[src/rtl/ram_master_pkg.sv]
// Shared defaults and types for the RAM master: FSM state encoding and the
// response FIFO entry layout.
package ram_master_pkg;
  localparam int DEF_ADDR_W    = 8;
  localparam int DEF_DATA_W    = 8;
  localparam int DEF_RAM_DEPTH = 31;
  localparam int LEN_W         = 2;

  typedef enum logic [2:0] {
    IDLE  = 3'd0,
    READ  = 3'd1,
    WRITE = 3'd2,
    ERR   = 3'd3,
    DRAIN = 3'd4
  } state_t;

  typedef struct packed {
    logic [DEF_DATA_W-1:0] data;
    logic                  last;
    logic                  err;
  } rsp_entry_t;
endpackage

[src/rtl/ram_master_rsp_fifo.sv]
// Two-entry response FIFO, no bypass: the head entry drives the response port.
// Push and pop in the same cycle both take effect; the caller gates push on full.
module rsp_fifo
  import ram_master_pkg::*;
(
  input  logic       clock,
  input  logic       resetn,
  input  logic       push,
  input  rsp_entry_t din,
  input  logic       pop,
  output rsp_entry_t head,
  output logic       full,
  output logic       empty,
  output logic [1:0] count
);
  rsp_entry_t mem [2];
  logic       wr_ptr;
  logic       rd_ptr;
  logic       do_pop;

  assign do_pop = pop && !empty;

  always_ff @(posedge clock) begin
    if (!resetn) begin
      mem[0] <= '0;
      mem[1] <= '0;
      wr_ptr <= 1'b0;
      rd_ptr <= 1'b0;
      count  <= 2'd0;
    end else begin
      if (push) begin
        mem[wr_ptr] <= din;
        wr_ptr      <= ~wr_ptr;
      end
      if (do_pop) rd_ptr <= ~rd_ptr;
      count <= count + 2'(push) - 2'(do_pop);
    end
  end

  assign head  = mem[rd_ptr];
  assign full  = (count == 2'd2);
  assign empty = (count == 2'd0);
endmodule

[src/rtl/ram_master.sv]
// Request/response front end for a synchronous single-port RAM: single writes,
// bursts of 1..4 reads, range-checked requests and a 2-deep response FIFO.
module ram_master
  import ram_master_pkg::*;
#(
  parameter int ADDR_W    = DEF_ADDR_W,
  parameter int DATA_W    = DEF_DATA_W,
  parameter int RAM_DEPTH = DEF_RAM_DEPTH
) (
  input  logic              clock,
  input  logic              resetn,
  input  logic              req_valid,
  output logic              req_ready,
  input  logic              req_write,
  input  logic [ADDR_W-1:0] req_addr,
  input  logic [LEN_W-1:0]  req_len,
  input  logic [DATA_W-1:0] req_wdata,
  output logic              rsp_valid,
  input  logic              rsp_ready,
  output logic [DATA_W-1:0] rsp_data,
  output logic              rsp_last,
  output logic              rsp_err,
  output logic              ram_wren,
  output logic [ADDR_W-1:0] ram_address,
  output logic [DATA_W-1:0] ram_data,
  input  logic [DATA_W-1:0] ram_q
);
  // Handshakes: a transfer happens on a rising edge where valid and ready are
  // both high; valid never waits on ready, and req_ready is high only in IDLE.
  localparam logic [ADDR_W:0] LAST_ADDR = (ADDR_W+1)'(RAM_DEPTH - 1);

  state_t              state, state_d;
  logic [ADDR_W-1:0]   addr_q;
  logic [LEN_W-1:0]    len_q;
  logic [LEN_W:0]      idx_q;
  logic                issued_q, issued_last_q;
  logic                pend_q, pend_last_q;
  logic                accept, range_err, len_err;
  logic [ADDR_W:0]     end_addr;
  logic                issue, issue_last;
  logic [ADDR_W-1:0]   issue_addr;
  logic                push_req, push, pop;
  rsp_entry_t          push_entry, head;
  logic                fifo_full, fifo_empty;
  logic [1:0]          fifo_count;
  logic [2:0]          occupancy;

  assign req_ready = resetn && (state == IDLE);
  assign accept    = req_valid && req_ready;
  assign end_addr  = {1'b0, req_addr} + {{(ADDR_W+1-LEN_W){1'b0}}, req_len};
  assign range_err = end_addr > LAST_ADDR;
  assign len_err   = req_write && (req_len != '0);

  // Outstanding reads: address on the RAM bus (issued_q) plus data arriving (pend_q).
  assign occupancy = {1'b0, fifo_count} + 3'(issued_q) + 3'(pend_q);

  assign rsp_valid = !fifo_empty;
  assign rsp_data  = head.data;
  assign rsp_last  = head.last;
  assign rsp_err   = head.err;
  assign pop       = rsp_valid && rsp_ready;

  always_comb begin
    state_d    = state;
    issue      = 1'b0;
    issue_last = 1'b0;
    issue_addr = addr_q + ADDR_W'(idx_q);
    unique case (state)
      IDLE: begin
        if (accept) begin
          if (len_err || range_err) begin
            state_d = ERR;
          end else if (req_write) begin
            state_d = WRITE;
          end else begin
            // The base address goes out straight from the request edge.
            state_d    = READ;
            issue      = 1'b1;
            issue_addr = req_addr;
            issue_last = (req_len == '0);
          end
        end
      end
      READ: begin
        if (idx_q > {1'b0, len_q}) begin
          state_d = DRAIN;
        end else if (occupancy < 3'd2) begin
          issue      = 1'b1;
          issue_last = (idx_q == {1'b0, len_q});
          if (issue_last) state_d = DRAIN;
        end
      end
      WRITE:   state_d = DRAIN;
      ERR:     state_d = DRAIN;
      DRAIN:   if (pop && head.last) state_d = IDLE;
      default: state_d = IDLE;
    endcase
  end

  always_comb begin
    push_entry = '0;
    push_req   = 1'b0;
    if (pend_q) begin
      push_req        = 1'b1;
      push_entry.data = ram_q;
      push_entry.last = pend_last_q;
    end else if (state == ERR) begin
      push_req        = 1'b1;
      push_entry.last = 1'b1;
      push_entry.err  = 1'b1;
    end else if (state == WRITE) begin
      push_req        = 1'b1;
      push_entry.last = 1'b1;
    end
  end

  assign push = push_req && (!fifo_full || pop);

  always_ff @(posedge clock) begin
    if (!resetn) begin
      state         <= IDLE;
      addr_q        <= '0;
      len_q         <= '0;
      idx_q         <= '0;
      issued_q      <= 1'b0;
      issued_last_q <= 1'b0;
      pend_q        <= 1'b0;
      pend_last_q   <= 1'b0;
      ram_wren      <= 1'b0;
      ram_address   <= '0;
      ram_data      <= '0;
    end else begin
      state         <= state_d;
      issued_q      <= issue;
      issued_last_q <= issue_last;
      pend_q        <= issued_q;
      pend_last_q   <= issued_last_q;
      ram_wren      <= 1'b0;
      if (accept) begin
        addr_q <= req_addr;
        len_q  <= req_len;
        idx_q  <= (LEN_W+1)'(1);
      end else if (state == READ && issue) begin
        idx_q <= idx_q + 1'b1;
      end
      if (accept && state_d == WRITE) begin
        ram_wren    <= 1'b1;
        ram_address <= req_addr;
        ram_data    <= req_wdata;
      end else if (issue) begin
        ram_address <= issue_addr;
      end
    end
  end

  rsp_fifo u_rsp_fifo (
    .clock  (clock),
    .resetn (resetn),
    .push   (push),
    .din    (push_entry),
    .pop    (pop),
    .head   (head),
    .full   (fifo_full),
    .empty  (fifo_empty),
    .count  (fifo_count)
  );
endmodule

[config.mk]
export PLATFORM = sky130hd
export DESIGN_NAME = ram_master
export DESIGN_NICKNAME = d
export VERILOG_FILES = /design/src/rtl/ram_master_pkg.sv /design/src/rtl/ram_master_rsp_fifo.sv /design/src/rtl/ram_master.sv
export SDC_FILE = /design/constraint.sdc
export NUM_CORES = 1
export LEC_CHECK = 0
export ABC_AREA = 1
export BUFFER_PORTS_ARGS = -buffer_cell sky130_fd_sc_hd__buf_2
export CAP_MARGIN = 20
export CORE_MARGIN = 2
export CORE_UTILIZATION = 40
export DETAILED_ROUTE_END_ITERATION = 16
export SETUP_SLACK_MARGIN = 0.2
export SLEW_MARGIN = 20
export SYNTH_ARGS = -nofsm -noshare
export SYNTH_HDL_FRONTEND = slang
export SYNTH_SLANG_ARGS = --single-unit
[constraint.sdc]
create_clock -name clock -period 3.1 [get_ports clock]
set_input_delay 0.465 -clock clock [delete_from_list [all_inputs] [get_ports clock]]
set_output_delay 0.465 -clock clock [all_outputs]
set_load 0.03 [all_outputs]
=== After elaboration in Yosys (flattened, before gate mapping) ===
Memory sizes are Yosys's and may differ from the RTL's. A register that Yosys moved wholly into a read port is not among the register bits.
Cells that the tools add are included.

* $lt $le $gt $ge: 3
* $add $sub $neg: 7
* Bitwise gates (word level): 3
* Reductions and logical operators: 22
* Muxes and demuxes: 45
* Eq/ne operators: 7

{| class="wikitable"
|+ Operators with widths
! cell !! number
|-
| $mux 8 || 7
|-
| $mux 1 || 27
|-
| $mux 3 || 5
|-
| $pmux 3 s4 || 1
|-
| $mux 10 || 1
|-
| $reduce_or 10->1 || 1
|-
| $add 8x2->9 || 1
|-
| $eq 3x2->1 const B || 3
|-
| $gt 9x5->1 const B || 1
|-
| $logic_and 1x1->1 || 9
|-
| $add 8x3->8 || 1
|-
| $reduce_bool 2->1 || 3
|-
| $logic_not 2->1 || 2
|-
| $mux 2 || 2
|-
| $pmux 1 s2 || 2
|-
| $reduce_or 2->1 || 2
|-
| $add 2x1->3 || 1
|-
| $add 3x1->3 || 1
|-
| $add 3x1->3 const B || 1
|-
| $eq 3x1->1 const B || 1
|-
| $eq 3x2->1 || 1
|-
| $eq 3x3->1 const B || 1
|-
| $gt 3x2->1 || 1
|-
| $logic_not 3->1 || 1
|-
| other kinds (7) || 11
|}

* Memories: 1
* Register bits: 41
* Logic and storage cells: 103
* RAM bits: 20

{| class="wikitable"
|+ Memories
! name !! words !! bits a word !! read ports !! clocked after memory_dff !! write ports !! line !! RTL
|-
| u_rsp_fifo.mem || 2 || 10 || 1 || 1 || 2 || ram_master_rsp_fifo.sv:16 || <nowiki>rsp_entry_t mem [2];</nowiki>
|}

=== Longest topological paths before layout ===
* Word-level depth: 10
* Depth in mapped cells: 15
* Gate-level depth less buffers: 14

=== Hierarchy ===
From an unflattened synthesis, not the netlist that was laid out.

* Cells, all modules: 417
* Area total of the unflattened synthesis: 3340.7 um^2

{| class="wikitable"
|+ Modules (own cells, without submodules)
! module !! cells each !! area an instance (um^2) !! instances
|-
| ram_master || 317 || 2175.8 || 1
|-
| rsp_fifo || 100 || 1164.9 || 1
|}

=== Worst setup path after synthesis ===
Ideal clock, no wire load.

* Path type: input to register
* Start: in req_addr[0]
* End: reg ram_address[0]
* Data required time: 2.986 ns
* Buffers on the path: 1
* Arrival time: 2.174 ns
* Path slack: 0.812 ns
* Stages: 15
* Path through: ha_1 -> fa_1 -> inv_1 -> nand2_1 -> nand2_1 -> nor2_1 -> nand3_1 -> nand3_2 -> nor2_4 -> nand3_4 -> nand3_4 -> buf_12 -> nand2_2 -> nor2_2 -> nor2_1

* Longest elaborated chain between the ends: 9

{| class="wikitable"
|+ Ends and longest elaborated chain
! element !! line !! RTL
|-
| from (decl) || ram_master.sv:15 || <nowiki>input logic [ADDR_W-1:0] req_addr,</nowiki>
|-
| $add 8x2->9 || ram_master.sv:50 || <nowiki>assign end_addr = {1'b0, req_addr} + {{(ADDR_W+1-LEN_W){1'b0}}, req_len};</nowiki>
|-
| $gt 9x5->1 || ram_master.sv:51 || <nowiki>assign range_err = end_addr > LAST_ADDR;</nowiki>
|-
| $logic_or 1x1->1 || ram_master.sv:71 || <nowiki>if (len_err || range_err) begin</nowiki>
|-
| $mux 2 || ram_master.sv:71 ||
|-
| $mux 3 || ram_master.sv:70 || <nowiki>if (accept) begin</nowiki>
|-
| $pmux 3 s4 || ram_master.sv:68 || <nowiki>unique case (state)</nowiki>
|-
| $eq 3x2->1 || ram_master.sv:146 || <nowiki>if (accept && state_d == WRITE) begin</nowiki>
|-
| $logic_and 1x1->1 || ram_master.sv:146 ||
|-
| $mux 8 or $reduce_bool 2->1 (tied branches) || n/a ||
|-
| to (signal assigned) || ram_master.sv:148 || <nowiki>ram_address <= req_addr;</nowiki>
|-
| to (signal assigned) || ram_master.sv:151 || <nowiki>ram_address <= issue_addr;</nowiki>
|-
| to (decl) || ram_master.sv:24 || <nowiki>output logic [ADDR_W-1:0] ram_address,</nowiki>
|}

Parallel ways exist; a longest one is shown, timed or not. The select of a mux whose other input is x is not followed.
A chain may end at the register's enable or synchronous reset.

=== Final worst setup path ===
* Start: in req_len[0]
* End: reg ram_address[1]

* Longest elaborated chain between the ends: 9

{| class="wikitable"
|+ Ends and longest elaborated chain
! element !! line !! RTL
|-
| from (decl) || ram_master.sv:16 || <nowiki>input logic [LEN_W-1:0] req_len,</nowiki>
|-
| $add 8x2->9 or $reduce_bool 2->1 (tied branches) || ram_master.sv:50, ram_master.sv:52 ||
|-
| $gt 9x5->1 or $logic_and 1x1->1 (tied branches) || ram_master.sv:51, ram_master.sv:52 ||
|-
| $logic_or 1x1->1 (*) || ram_master.sv:71 ||
|-
| $mux 2 || ram_master.sv:71 ||
|-
| $mux 3 || ram_master.sv:70 ||
|-
| $pmux 3 s4 || ram_master.sv:68 ||
|-
| $eq 3x2->1 || ram_master.sv:146 ||
|-
| $logic_and 1x1->1 || ram_master.sv:146 ||
|-
| $mux 8 or $reduce_bool 2->1 (tied branches) || n/a ||
|}

Every way passes the cells marked *; elsewhere a longest branch is shown, timed or not. The select of a mux whose other input is x is not followed.

==> metrics.md <==
| Metric | Value |
|---|---|
| Die Y | about 90 um |
| Mapped cell area | approximately 3200 sq um |
| Largest net degree at the start of global routing | 21 |
| Max VDD drop | approximately 310 uV |
| # IOs | 60 |
| Drt via density | around 4.8 |
| R2R Path Start | state[2] |
| CP Class | in -> reg |
| Worst-Margin Slew | 0.4816 ns |
| Number of stages on the worst setup path | 15 |
| Worst path bufs/invs | 3 |
| Share of layout cells above drive strength 1 | 0.2591 |
| Top cells by area, synth | dfxtp_1 27%, edfxtp_1 19%, nand2_1 8.9% |
| Critical path launch point type | input port |
| DRT Wirelength | 6988 um |
| Async S/R FF share, synth | 0 |
| Post-synth top area share | 0.2669 |
| Final worst path period need | roughly 2.3 ns |
| Clock Tree Buf Depth | 2 |
| CP required | around 3.3 ns |
| Hold Vio Cnt, Final | 0 |
| Hold crit path type | in -> reg |
| DRC violations left | 0 |
| Die ar. | roughly 8600 sq um |
| Avg Cell Area, Syn | ~8.5 sq um |
| RSZ-0062 raised after global routing | false |
| CP max FO | 10 |
| Main synth FF type | dfxtp_1 |
| Post-DP HPWL | between 5000 and 6000 um |
| Clock Pin Slew Worst Setup and Hold Paths | 0.08 ns |
| Crit path max-delay family | simple AND/OR/NAND/NOR gates |
| Worst Setup End Kind | register |
| Non-Filler Instances | between 500 and 600 |
| Hold path depth | 3 |
| Clock sinks | 62 |
| Wire length per cell | 12.89 um |
| Hold path start | req_wdata[3] |
| Routed Antenna Nets | 0 |
| Total leakage power | between 1.5 and 2 nW |
| Yosys cell types | 39 |
| Final Slew Violations | 0 |
| First-pass GRT wire length | 11790 um |
| Status | completed |
| Initial DRC Count | 120 |
| Setup WS pre-CTS | roughly 0.42 ns |
| Post-CTS setup buffer count | 0 |
| Clock latency at the later pin of the worst-skew pair | between 0.3 and 0.4 ns |
| EDFF count, synth | 20 |
| Crit-path cells | buf_2 -> ha_1 -> fa_1 -> inv_1 -> nand2_1 -> nand2_1 -> nor2_1 -> nand3_1 -> nand3_2 -> nor2_4 -> nand3_4 -> inv_2 -> nor2_1 -> a21oi_1 -> nor2_1 |
| Seq/Total Area, Yosys | 0.4575 |
| Worst setup margin | approximately 0.78 ns |
| Fillers | slightly below 800 |
| Cells after Synth | between 300 and 400 |
| Die width | roughly 90 um |
| Cell taking the most area after synthesis | dfxtp_1 |
| Post-synth top cells | 75 x nand2_1, 50 x inv_1, 42 x dfxtp_1, 34 x nor2_1, 23 x a21oi_1 |
| Rows | 32 |
| CTS Buf Count | 9 |
| Placed insts | 526 |
| Hold endpoint | ram_data[3] |
| Slew HR | 0.6786 |
| Setup Viol. Count Final | 0 |
| CTS tree | done |
| Count leader, synth | nand2_1 |
| Largest stage delay, worst path | between 0.4 and 0.5 ns |
| Number of synthesized register bits | 62 |
| Ant. Diodes | 0 |
| Setup TNS | 0 ns |
| Power density over the cells | between 600 and 700 nW/um^2 |
| Gr usage total | 0.1753 |
| Synth Warn # | 0 |
| Final period util | 0.7479 |
| R2r endpoint | ram_address[1] |
| Overflow after GRT | 0 |
| Post-CTS sizing | 0 |
| CORE AREA | roughly 7700 sq um |
| Worst Path Arrival | between 2 and 3 ns |
| Max-cap viol count | 0 |
| Pre-antenna DRT Iters | 4 |
| Number of port buffers | 59 |
| Crit-path slowest cell | fa_1 |
| Crit path top cell by count | nor2_1 |
| Initial Util | 0.4098 |
| # H-tree levels | 3 |
| Final GP Congestion | around 0.8 |
| Final Skew | approximately 0.0083 ns |
| Final Core Density | 0.4906 |
| Routed via count | roughly 2600 |
| Cells on worst reg2reg path | 9 |
| CTS Hold Bufs | 0 |
| R2r setup slk | about 0.99 ns |
| Fmax | between 400 and 500 MHz |
| Net Count, Synth | slightly above 400 |
| Nets | between 400 and 500 |
| Initial antenna violation count | 0 |
| Area growth from synthesis to layout | 19.70% |
| Vias in the first global route | between 2000 and 3000 |
| Clock Tree Root | clkbuf_8 |
==> worst max-delay path by stage <==
stage                     slack [ns]              to        start
after floorplan                 0.81  ram_address[0]  req_addr[0]
after CTS                       0.79  ram_address[1]   req_len[0]
final                           0.78  ram_address[1]   req_len[0]
after detailed placement        0.42  ram_address[1]   req_len[0]
after global routing            0.57  ram_address[1]   req_len[0]
after global placement          0.45  ram_address[1]  req_addr[0]
==> power breakdown <==
group          internal [W]  switching [W]
combinational      0.000193       0.000348
clock              0.000464       0.000358
sequential         0.000911      0.0000637
total               0.00157       0.000769
==> stage by stage <==
stage | instance area [sq um] | hold slack (ns) | power, W
after global routing | 3771 | 0.3566 | 0.002470
after detailed placement | 3545 | 0.4176 | 0.001537
final | 3771 | 0.3680 | 0.002337
after floorplan | 3151 | 0.3905 | 0.001387
after CTS | 3771 | 0.3565 | 0.002357
after global placement | 3545 | 0.3967 | 0.001523
==> cell families (layout without fill, tap and decap cells) <==
kind of cell / count (synthesis) / count (layout) / share of synthesized area
flops: 62 / 62 / 0.4575
fa+ha+maj: 13 / 13 / 0.05639
xor+xnor: 6 / 6 / 0.01668
mux: 10 / 10 / 0.03574
simple gates: 164 / 164 / 0.2510
buf+inv: 62 / 132 / 0.08181
compound gates: 53 / 53 / 0.1009
==> area by class of cell <==
cell class	instances	area (sq um)	share of cell area
timing repair buffer	63	325.3	0.08626
sequential	62	1441	0.3822
multi-input combinational	246	1451	0.3849
clock inverter	7	102.6	0.02721
clock buffer	9	123.9	0.03285
tap	102	127.6	0.03384
inverter	53	198.9	0.05275
==> tightest hold or removal path, stage by stage <==
cell     delay, ns
buf_2         0.10
nand2_1       0.05
a21oi_1       0.05
==> sequential cells by signal, summed over array words and instances, names as in the netlist, named ones only <==
| name | flops |
|---|---|
| len_q | 2 |
| issued_q | 1 |
| u_rsp_fifo.count | 2 |
| idx_q | 3 |
| ram_data | 8 |
| issued_last_q | 1 |
| pend_last_q | 1 |
| u_rsp_fifo.rd_ptr | 1 |
| pend_q | 1 |
| ram_address | 8 |
| u_rsp_fifo.mem | 20 |
| u_rsp_fifo.wr_ptr | 1 |
| addr_q | 8 |
| ram_wren | 1 |
| state | 3 |
==> layer usage <==
layer	part of all wire	wire, um	vias to the layer above	global-route usage
li1	-	-	1365	-
met1	0.47	3257	1193	0.2168
met2	0.47	3318	56	0.2956
met3	0.040	277	8	0.04557
met4	0.019	135	0	0.06250
met5	0	0	-	0
==> layout by cell type (no fill, tap or decap), drive strengths merged <==
cell       n
o22ai      3
a31oi      1
nand4      6
nand2     78
nor3b      1
bufinv     2
o21ai     18
fa         2
o211ai     2
clkbuf     9
xnor2      1
nor2      39
or2        1
edfxtp    20
dfxtp     42
inv       56
clkinv     1
a21oi     23
a22o       1
nor3      17
o2111ai    4
o21bai     1
nand3     22
mux2      10
xor2       5
ha        11
buf       63
clkinvlp   1
Note: power is estimated with default switching activity, not from simulation.
